`config.mk`:
```
export PLATFORM = sky130hd
export DESIGN_NAME = dest_reg_scoreboard_flat
export DESIGN_NICKNAME = d
export VERILOG_FILES = /design/src/rtl/dest_reg_scoreboard_if.sv /design/src/rtl/dest_reg_scoreboard.sv /design/src/flat_wrapper.sv
export SDC_FILE = /design/constraint.sdc
export NUM_CORES = 1
export LEC_CHECK = 0
export BUFFER_PORTS_ARGS = -buffer_cell sky130_fd_sc_hd__buf_2
export CAP_MARGIN = 20
export CORE_MARGIN = 5
export CORE_UTILIZATION = 57
export CTS_CLUSTER_SIZE = 12
export DETAILED_ROUTE_END_ITERATION = 6
export GPL_ROUTABILITY_DRIVEN = 0
export PLACE_DENSITY = 0.78
export SLEW_MARGIN = 5
export SYNTH_ARGS = -nofsm -noshare
export SYNTH_HDL_FRONTEND = slang
export SYNTH_SLANG_ARGS = --single-unit
```
`constraint.sdc`:
```
create_clock -name clk -period 4.4 [get_ports clk]
set_clock_uncertainty 0.15 [all_clocks]
set_input_delay 0.44 -clock clk [delete_from_list [all_inputs] [get_ports clk]]
set_output_delay 0.44 -clock clk [all_outputs]
set_load 0.05 [all_outputs]
```
`src/rtl/dest_reg_scoreboard_if.sv`:
```
// Issue / write-back / source-check bundle for dest_reg_scoreboard.
// master: issue and write-back side of the pipeline; slave: the scoreboard.
interface dest_reg_scoreboard_if #(
  parameter int ADDR_W = 5,
  parameter int NREG   = 32,
  parameter int CNT_W  = 2
) ();
  logic                    issue_valid;
  logic [ADDR_W-1:0]       issue_dest;
  logic                    issue_ready;
  logic                    wb_valid;
  logic [ADDR_W-1:0]       wb_dest;
  logic [ADDR_W-1:0]       rs_addr;
  logic [ADDR_W-1:0]       rt_addr;
  logic                    rs_busy;
  logic                    rt_busy;
  logic [NREG-1:0]         busy_vec;
  logic [ADDR_W+CNT_W-1:0] total_pending;
  logic                    wb_underflow;

  modport master (
    output issue_valid, issue_dest, wb_valid, wb_dest, rs_addr, rt_addr,
    input  issue_ready, rs_busy, rt_busy, busy_vec, total_pending, wb_underflow
  );

  modport slave (
    input  issue_valid, issue_dest, wb_valid, wb_dest, rs_addr, rt_addr,
    output issue_ready, rs_busy, rt_busy, busy_vec, total_pending, wb_underflow
  );
endinterface

```
`src/rtl/dest_reg_scoreboard.sv`:
```
// Destination-register scoreboard: one saturating outstanding-write counter
// per architectural register, incremented on accepted issue and decremented
// on write-back. Register 0 is hardwired idle.
// Optional macro SB_WB_BYPASS_EN: hide busy on rs/rt when the write-back
// retiring the last outstanding write to that register happens this cycle.
module dest_reg_scoreboard #(
  parameter int ADDR_W = 5,
  parameter int NREG   = 32,
  parameter int CNT_W  = 2
) (
  input  logic                 clk,
  input  logic                 rst_n,
  dest_reg_scoreboard_if.slave sb
);
  localparam logic [CNT_W-1:0] CNT_MAX = {CNT_W{1'b1}};
  localparam int               TOT_W   = ADDR_W + CNT_W;

  logic [CNT_W-1:0] cnt_reg  [NREG];
  logic [CNT_W-1:0] cnt_next [NREG];
  logic [TOT_W-1:0] total_reg;
  logic [TOT_W-1:0] total_next;
  logic             uf_reg;
  logic             uf_next;
  logic [NREG-1:0]  busy;

  logic same_dest;
  logic issue_ready_w;
  logic issue_acc;
  logic wb_eff;
  logic wb_uf_evt;
  logic wb_dec;

  // A full counter only accepts another issue when a write-back to the same
  // register frees a slot in the same cycle.
  assign same_dest     = sb.wb_valid && (sb.wb_dest == sb.issue_dest);
  assign issue_ready_w = !((cnt_reg[sb.issue_dest] == CNT_MAX) && !same_dest);
  assign issue_acc     = sb.issue_valid && issue_ready_w && (sb.issue_dest != '0);
  assign wb_eff        = sb.wb_valid && (sb.wb_dest != '0);
  // Write-back with nothing outstanding and no same-cycle issue to cover it.
  assign wb_uf_evt     = wb_eff && (cnt_reg[sb.wb_dest] == '0) && !(issue_acc && same_dest);
  assign wb_dec        = wb_eff && !wb_uf_evt;

  genvar gi;
  generate
    for (gi = 0; gi < NREG; gi++) begin : g_cnt
      if (gi == 0) begin : g_zero
        assign cnt_next[gi] = '0;
        assign busy[gi]     = 1'b0;
      end else begin : g_reg
        logic inc;
        logic dec;
        assign inc = issue_acc && (sb.issue_dest == ADDR_W'(gi));
        assign dec = wb_eff && (sb.wb_dest == ADDR_W'(gi));
        // Net +1/-1/0; decrement clamps at zero, increment is gated by ready.
        assign cnt_next[gi] = (inc && !dec) ? cnt_reg[gi] + 1'b1 :
                              (dec && !inc && (cnt_reg[gi] != '0)) ? cnt_reg[gi] - 1'b1 :
                              cnt_reg[gi];
        assign busy[gi] = (cnt_reg[gi] != '0);
      end
    end
  endgenerate

  // Running total follows the same net rule as the individual counters.
  always_comb begin
    total_next = total_reg;
    uf_next    = uf_reg | wb_uf_evt;
    if (issue_acc && !wb_dec) begin
      total_next = total_reg + 1'b1;
    end else if (!issue_acc && wb_dec) begin
      total_next = total_reg - 1'b1;
    end
  end

  // State registers; reset discards every pending write and the error flag.
  always_ff @(posedge clk) begin
    if (!rst_n) begin
      for (int i = 0; i < NREG; i++) begin
        cnt_reg[i] <= '0;
      end
      total_reg <= '0;
      uf_reg    <= 1'b0;
    end else begin
      for (int i = 0; i < NREG; i++) begin
        cnt_reg[i] <= cnt_next[i];
      end
      total_reg <= total_next;
      uf_reg    <= uf_next;
    end
  end

  assign sb.issue_ready   = issue_ready_w;
  assign sb.busy_vec      = busy;
  assign sb.total_pending = total_reg;
  assign sb.wb_underflow  = uf_reg;

`ifdef SB_WB_BYPASS_EN
  // Last outstanding write lands this cycle, so the register file forwards it.
  assign sb.rs_busy = busy[sb.rs_addr] &&
                      !(sb.wb_valid && (sb.wb_dest == sb.rs_addr) && (cnt_reg[sb.rs_addr] == CNT_W'(1)));
  assign sb.rt_busy = busy[sb.rt_addr] &&
                      !(sb.wb_valid && (sb.wb_dest == sb.rt_addr) && (cnt_reg[sb.rt_addr] == CNT_W'(1)));
`else
  assign sb.rs_busy = busy[sb.rs_addr];
  assign sb.rt_busy = busy[sb.rt_addr];
`endif
endmodule

```
`src/flat_wrapper.sv`:
```
// flat-port wrapper written by rule: the top's interface ports become plain ports
module dest_reg_scoreboard_flat 
#(
  parameter int ADDR_W = 5,
  parameter int NREG   = 32,
  parameter int CNT_W  = 2
)
  (clk, rst_n, sb_issue_valid, sb_issue_dest, sb_wb_valid, sb_wb_dest, sb_rs_addr, sb_rt_addr, sb_issue_ready, sb_rs_busy, sb_rt_busy, sb_busy_vec, sb_total_pending, sb_wb_underflow);
  dest_reg_scoreboard_if #(.ADDR_W(ADDR_W), .NREG(NREG), .CNT_W(CNT_W)) sb_i ();
  input  logic clk;
  input  logic rst_n;
  input wire logic [$bits(sb_i.issue_valid)-1:0] sb_issue_valid;
  input wire logic [$bits(sb_i.issue_dest)-1:0] sb_issue_dest;
  input wire logic [$bits(sb_i.wb_valid)-1:0] sb_wb_valid;
  input wire logic [$bits(sb_i.wb_dest)-1:0] sb_wb_dest;
  input wire logic [$bits(sb_i.rs_addr)-1:0] sb_rs_addr;
  input wire logic [$bits(sb_i.rt_addr)-1:0] sb_rt_addr;
  output wire logic [$bits(sb_i.issue_ready)-1:0] sb_issue_ready;
  output wire logic [$bits(sb_i.rs_busy)-1:0] sb_rs_busy;
  output wire logic [$bits(sb_i.rt_busy)-1:0] sb_rt_busy;
  output wire logic [$bits(sb_i.busy_vec)-1:0] sb_busy_vec;
  output wire logic [$bits(sb_i.total_pending)-1:0] sb_total_pending;
  output wire logic [$bits(sb_i.wb_underflow)-1:0] sb_wb_underflow;
  assign sb_i.issue_valid = sb_issue_valid;
  assign sb_i.issue_dest = sb_issue_dest;
  assign sb_i.wb_valid = sb_wb_valid;
  assign sb_i.wb_dest = sb_wb_dest;
  assign sb_i.rs_addr = sb_rs_addr;
  assign sb_i.rt_addr = sb_rt_addr;
  assign sb_issue_ready = sb_i.issue_ready;
  assign sb_rs_busy = sb_i.rs_busy;
  assign sb_rt_busy = sb_i.rt_busy;
  assign sb_busy_vec = sb_i.busy_vec;
  assign sb_total_pending = sb_i.total_pending;
  assign sb_wb_underflow = sb_i.wb_underflow;
  dest_reg_scoreboard #(.ADDR_W(ADDR_W), .NREG(NREG), .CNT_W(CNT_W)) u_core (.clk(clk), .rst_n(rst_n), .sb(sb_i));
endmodule
```
==> summary.txt <==
Status = completed
H-Tree Depth = 3
CP startpoint kind = flip-flop
Fin nets = 775
Worst reg2reg setup slack = 0.46 ns
Cells after Synth = 689
Die span in x = 108.2 um
Hold Crit Start = sb_wb_valid
Largest net degree at the start of global routing = 34
Design Power = 1.653 mW
Clock Pin Slew Worst Setup and Hold Paths = 0.08 ns
Maximum vdd drop = 0.1441 mV
Syn. warnings = 0
Share of the yosys chip area belonging to registers = 25.48%
Synth top area share = 25.48%
Reg2Reg Depth = 17
Crit Path Class = flip-flop to flip-flop
Critical Path Sink Type = flip-flop
Setup bufs post-CTS = 0
Number of flip-flops in the largest register = 62
Ant. Diodes = 0
Period Utilization, post-route = 89.64%
Vias in the first global route = 5489
Static Leakage = 2.412 nW
GRT overflow = 0
Worst reg2reg path startpoint = u_core.cnt_reg[24][1]$_SDFFE_PN0P_
FFs w/ async S/R, synth = 0%
Vias = 5723
Top cells by area, synth = dfxtp_1, mux4_2, a21oi_1, nor2_1, nand2_1
Final Hold Fails = 0
Syn Nets = 721
Max Cap Violations = 0
Worst path arrival time = 4.08 ns
Post-CTS sizing = 0
Die area = 11710 um^2
Worst r2r dst = u_core.sb.total_pending[6]$_SDFFE_PN0P_
Area of the core = 9328 um^2
Met2 Track Usage GR = 51.64%
Initial Util = 58.95%
WL final = 16.92 mm
Fmax = 0.2535 GHz
Setup TNS = 0 ns
Hold-critical path endpoint = u_core.sb.wb_underflow$_SDFF_PN0_
Met1 Track Usage GR = 34.68%
Clock sink total = 70
Fillers = 812
DR vias/cell = 6.526
Synth unique cells = 71
Worst Max-Slew Pin Slew = 0.9789 ns
GRT Overall Usage = 29.50%
Die Height = 108.2 um
Post-route ant nets = 0
Fraction of layout cells with a size suffix above 1 = 20.72%
Final Setup Violations = 0
Met3 usage = 6.687%
CTS Buf Count = 9
Clk_lat worst skew = 0.36 ns
Cell taking the most area after synthesis = dfxtp_1
Clock Path Buffers = 2
Commonest non-fill, non-tap cell in the layout = nor2_1
Post-synth EDFFs = 0
CTS tree = built
CTS Root Cell = clkbuf_8
Rel. slew slack = 34.24%
Main synth FF type = dfxtp_1
Most frequent cells in the layout = nor2_1, dfxtp_1, buf_2
Syn Std Cell Area = 5499 um^2
Slew Limit Fails = 0
Hold-fix buffers, CTS = 0
DP HPWL = 13.09 mm
Fin crit period = 3.944 ns
Worst hold path depth = 3
Critical Path RT = 4.54 ns
Initial antenna violation count = 1
Power Density = 270.2 nW/um^2
Synth Register Bits = 70
RSZ-0062 raised after global routing = no
WL per Instance = 19.29 um
Number of I/O port buffers = 65
IO Count = 67
Core Rows = 35
Router iterations before antenna repair = 7
First-iteration detailed-routing DRC count = 691
Crit path max fanout = 7
Post-Syn Area per Cell = 7.981 um^2
Layout area overhead = 11.29%
Min-delay worst type = primary input to flip-flop
First-pass GRT wire length = 26.99 mm
Global route hottest layer = met2
Residual DRC = 0
stage by stage:
stage | worst slack [ns] | util (%) | hold slack [ns] | instance area (um^2) | instances
2_1_floorplan | 0.3530 | - | 0.3312 | 5499 | 689
3_3_place_gp | 0.2625 | 63.46 | 0.3299 | 5919 | 861
3_5_place_dp | 0.1816 | 63.46 | 0.3306 | 5919 | 861
4_1_cts | 0.5046 | 65.61 | 0.2529 | 6120 | 877
5_1_grt | 0.1374 | 65.61 | 0.2813 | 6120 | 877
6_report | 0.4556 | 65.61 | 0.2712 | 6120 | 877
per-layer routing:
metal / vias up / share of wire [%]
met2: 334 / 49
met4: 2 / 4.9
met1: 2671 / 35
li1: 2634 / -
met5: - / 0.041
met3: 82 / 11
worst max-delay path by stage:
| stage | startpoint | to | slack (ns) | depth (start not counted) |
|---|---|---|---|---|
| 5_1_grt | u_core.cnt_reg[27][1]$_SDFFE_PN0P_ | u_core.sb.total_pending[6]$_SDFFE_PN0P_ | 0.14 | 17 |
| 3_3_place_gp | sb_wb_dest[0] | u_core.sb.total_pending[6]$_SDFFE_PN0P_ | 0.26 | 17 |
| 6_report | u_core.cnt_reg[24][1]$_SDFFE_PN0P_ | u_core.sb.total_pending[6]$_SDFFE_PN0P_ | 0.46 | 17 |
| 4_1_cts | u_core.cnt_reg[19][1]$_SDFFE_PN0P_ | u_core.sb.total_pending[6]$_SDFFE_PN0P_ | 0.50 | 17 |
| 2_1_floorplan | sb_wb_dest[0] | u_core.sb.total_pending[6]$_SDFFE_PN0P_ | 0.35 | 17 |
| 3_5_place_dp | sb_issue_dest[1] | u_core.sb.total_pending[6]$_SDFFE_PN0P_ | 0.18 | 17 |
power breakdown:
group / switching [mW] / total [mW] / internal, mW
sequential: 0.0234 / 0.679 / 0.656
combinational: 0.294 / 0.441 / 0.147
clock: 0.256 / 0.533 / 0.277
synthesized netlist by cell type (4+ instances only):
cell / instances
or2_2: 8
nor2b_1: 5
nor3_1: 25
mux4_2: 30
o221a_2: 4
inv_1: 38
nand3_1: 21
o311a_1: 4
and3_1: 11
a31oi_1: 11
nor2_1: 76
dfxtp_1: 70
a21oi_1: 62
a211oi_1: 22
buf_2: 11
xor2_1: 10
nand2b_1: 28
xnor2_1: 9
nand2_1: 58
o21ai_1: 4
clkbuf_1: 18
a21boi_1: 4
nor4_1: 7
buf_1: 4
mux2i_1: 5
or3_1: 7
nand4_1: 4
ha_1: 7
a221oi_1: 5
o21ai_0: 35
nor3b_1: 8
o21a_1: 20
layout make-up:
class                           instances  area, um^2  share of cell area (%)
Clock buffer                           11       141.4                   2.310
Clock inverter                          5       58.81                  0.9609
Inverter                               39       146.4                   2.392
Multi-Input combinational cell        541        3757                   61.40
Sequential cell                        70        1401                   22.90
Tap cell                              129       161.4                   2.638
Timing Repair Buffer                   82       452.9                   7.401
cell families (layout without fill, tap and decap cells):
kind of cell               after synthesis  in the layout  synth area share [%]
DFF                                     70             70                 25.48
buffers and inverters                   78            137                 6.189
adders and majority gates                8              8                 1.957
xor gates and xnor gates                19             19                 3.026
muxes                                   37             37                 13.67
and+or+nand+nor                        276            276                 25.17
AOI/OAI and AO/OA                      200            200                 24.44
other                                    1              1               0.06819
critical path: stages (launching register included):
cell	delay [ns]
dfxtp_1	0.39
nor2_1	0.15
mux4_2	0.47
a22o_1	0.21
a221oi_1	0.23
nor3b_1	0.09
nor2_1	0.14
nand3_1	0.10
ha_1	0.23
inv_1	0.21
ha_1	0.31
a21o_1	0.17
a21oi_1	0.21
o21bai_1	0.09
a21oi_1	0.17
xnor2_1	0.09
or3_1	0.31
a21oi_1	0.14
(Power assumes the default switching activity.)
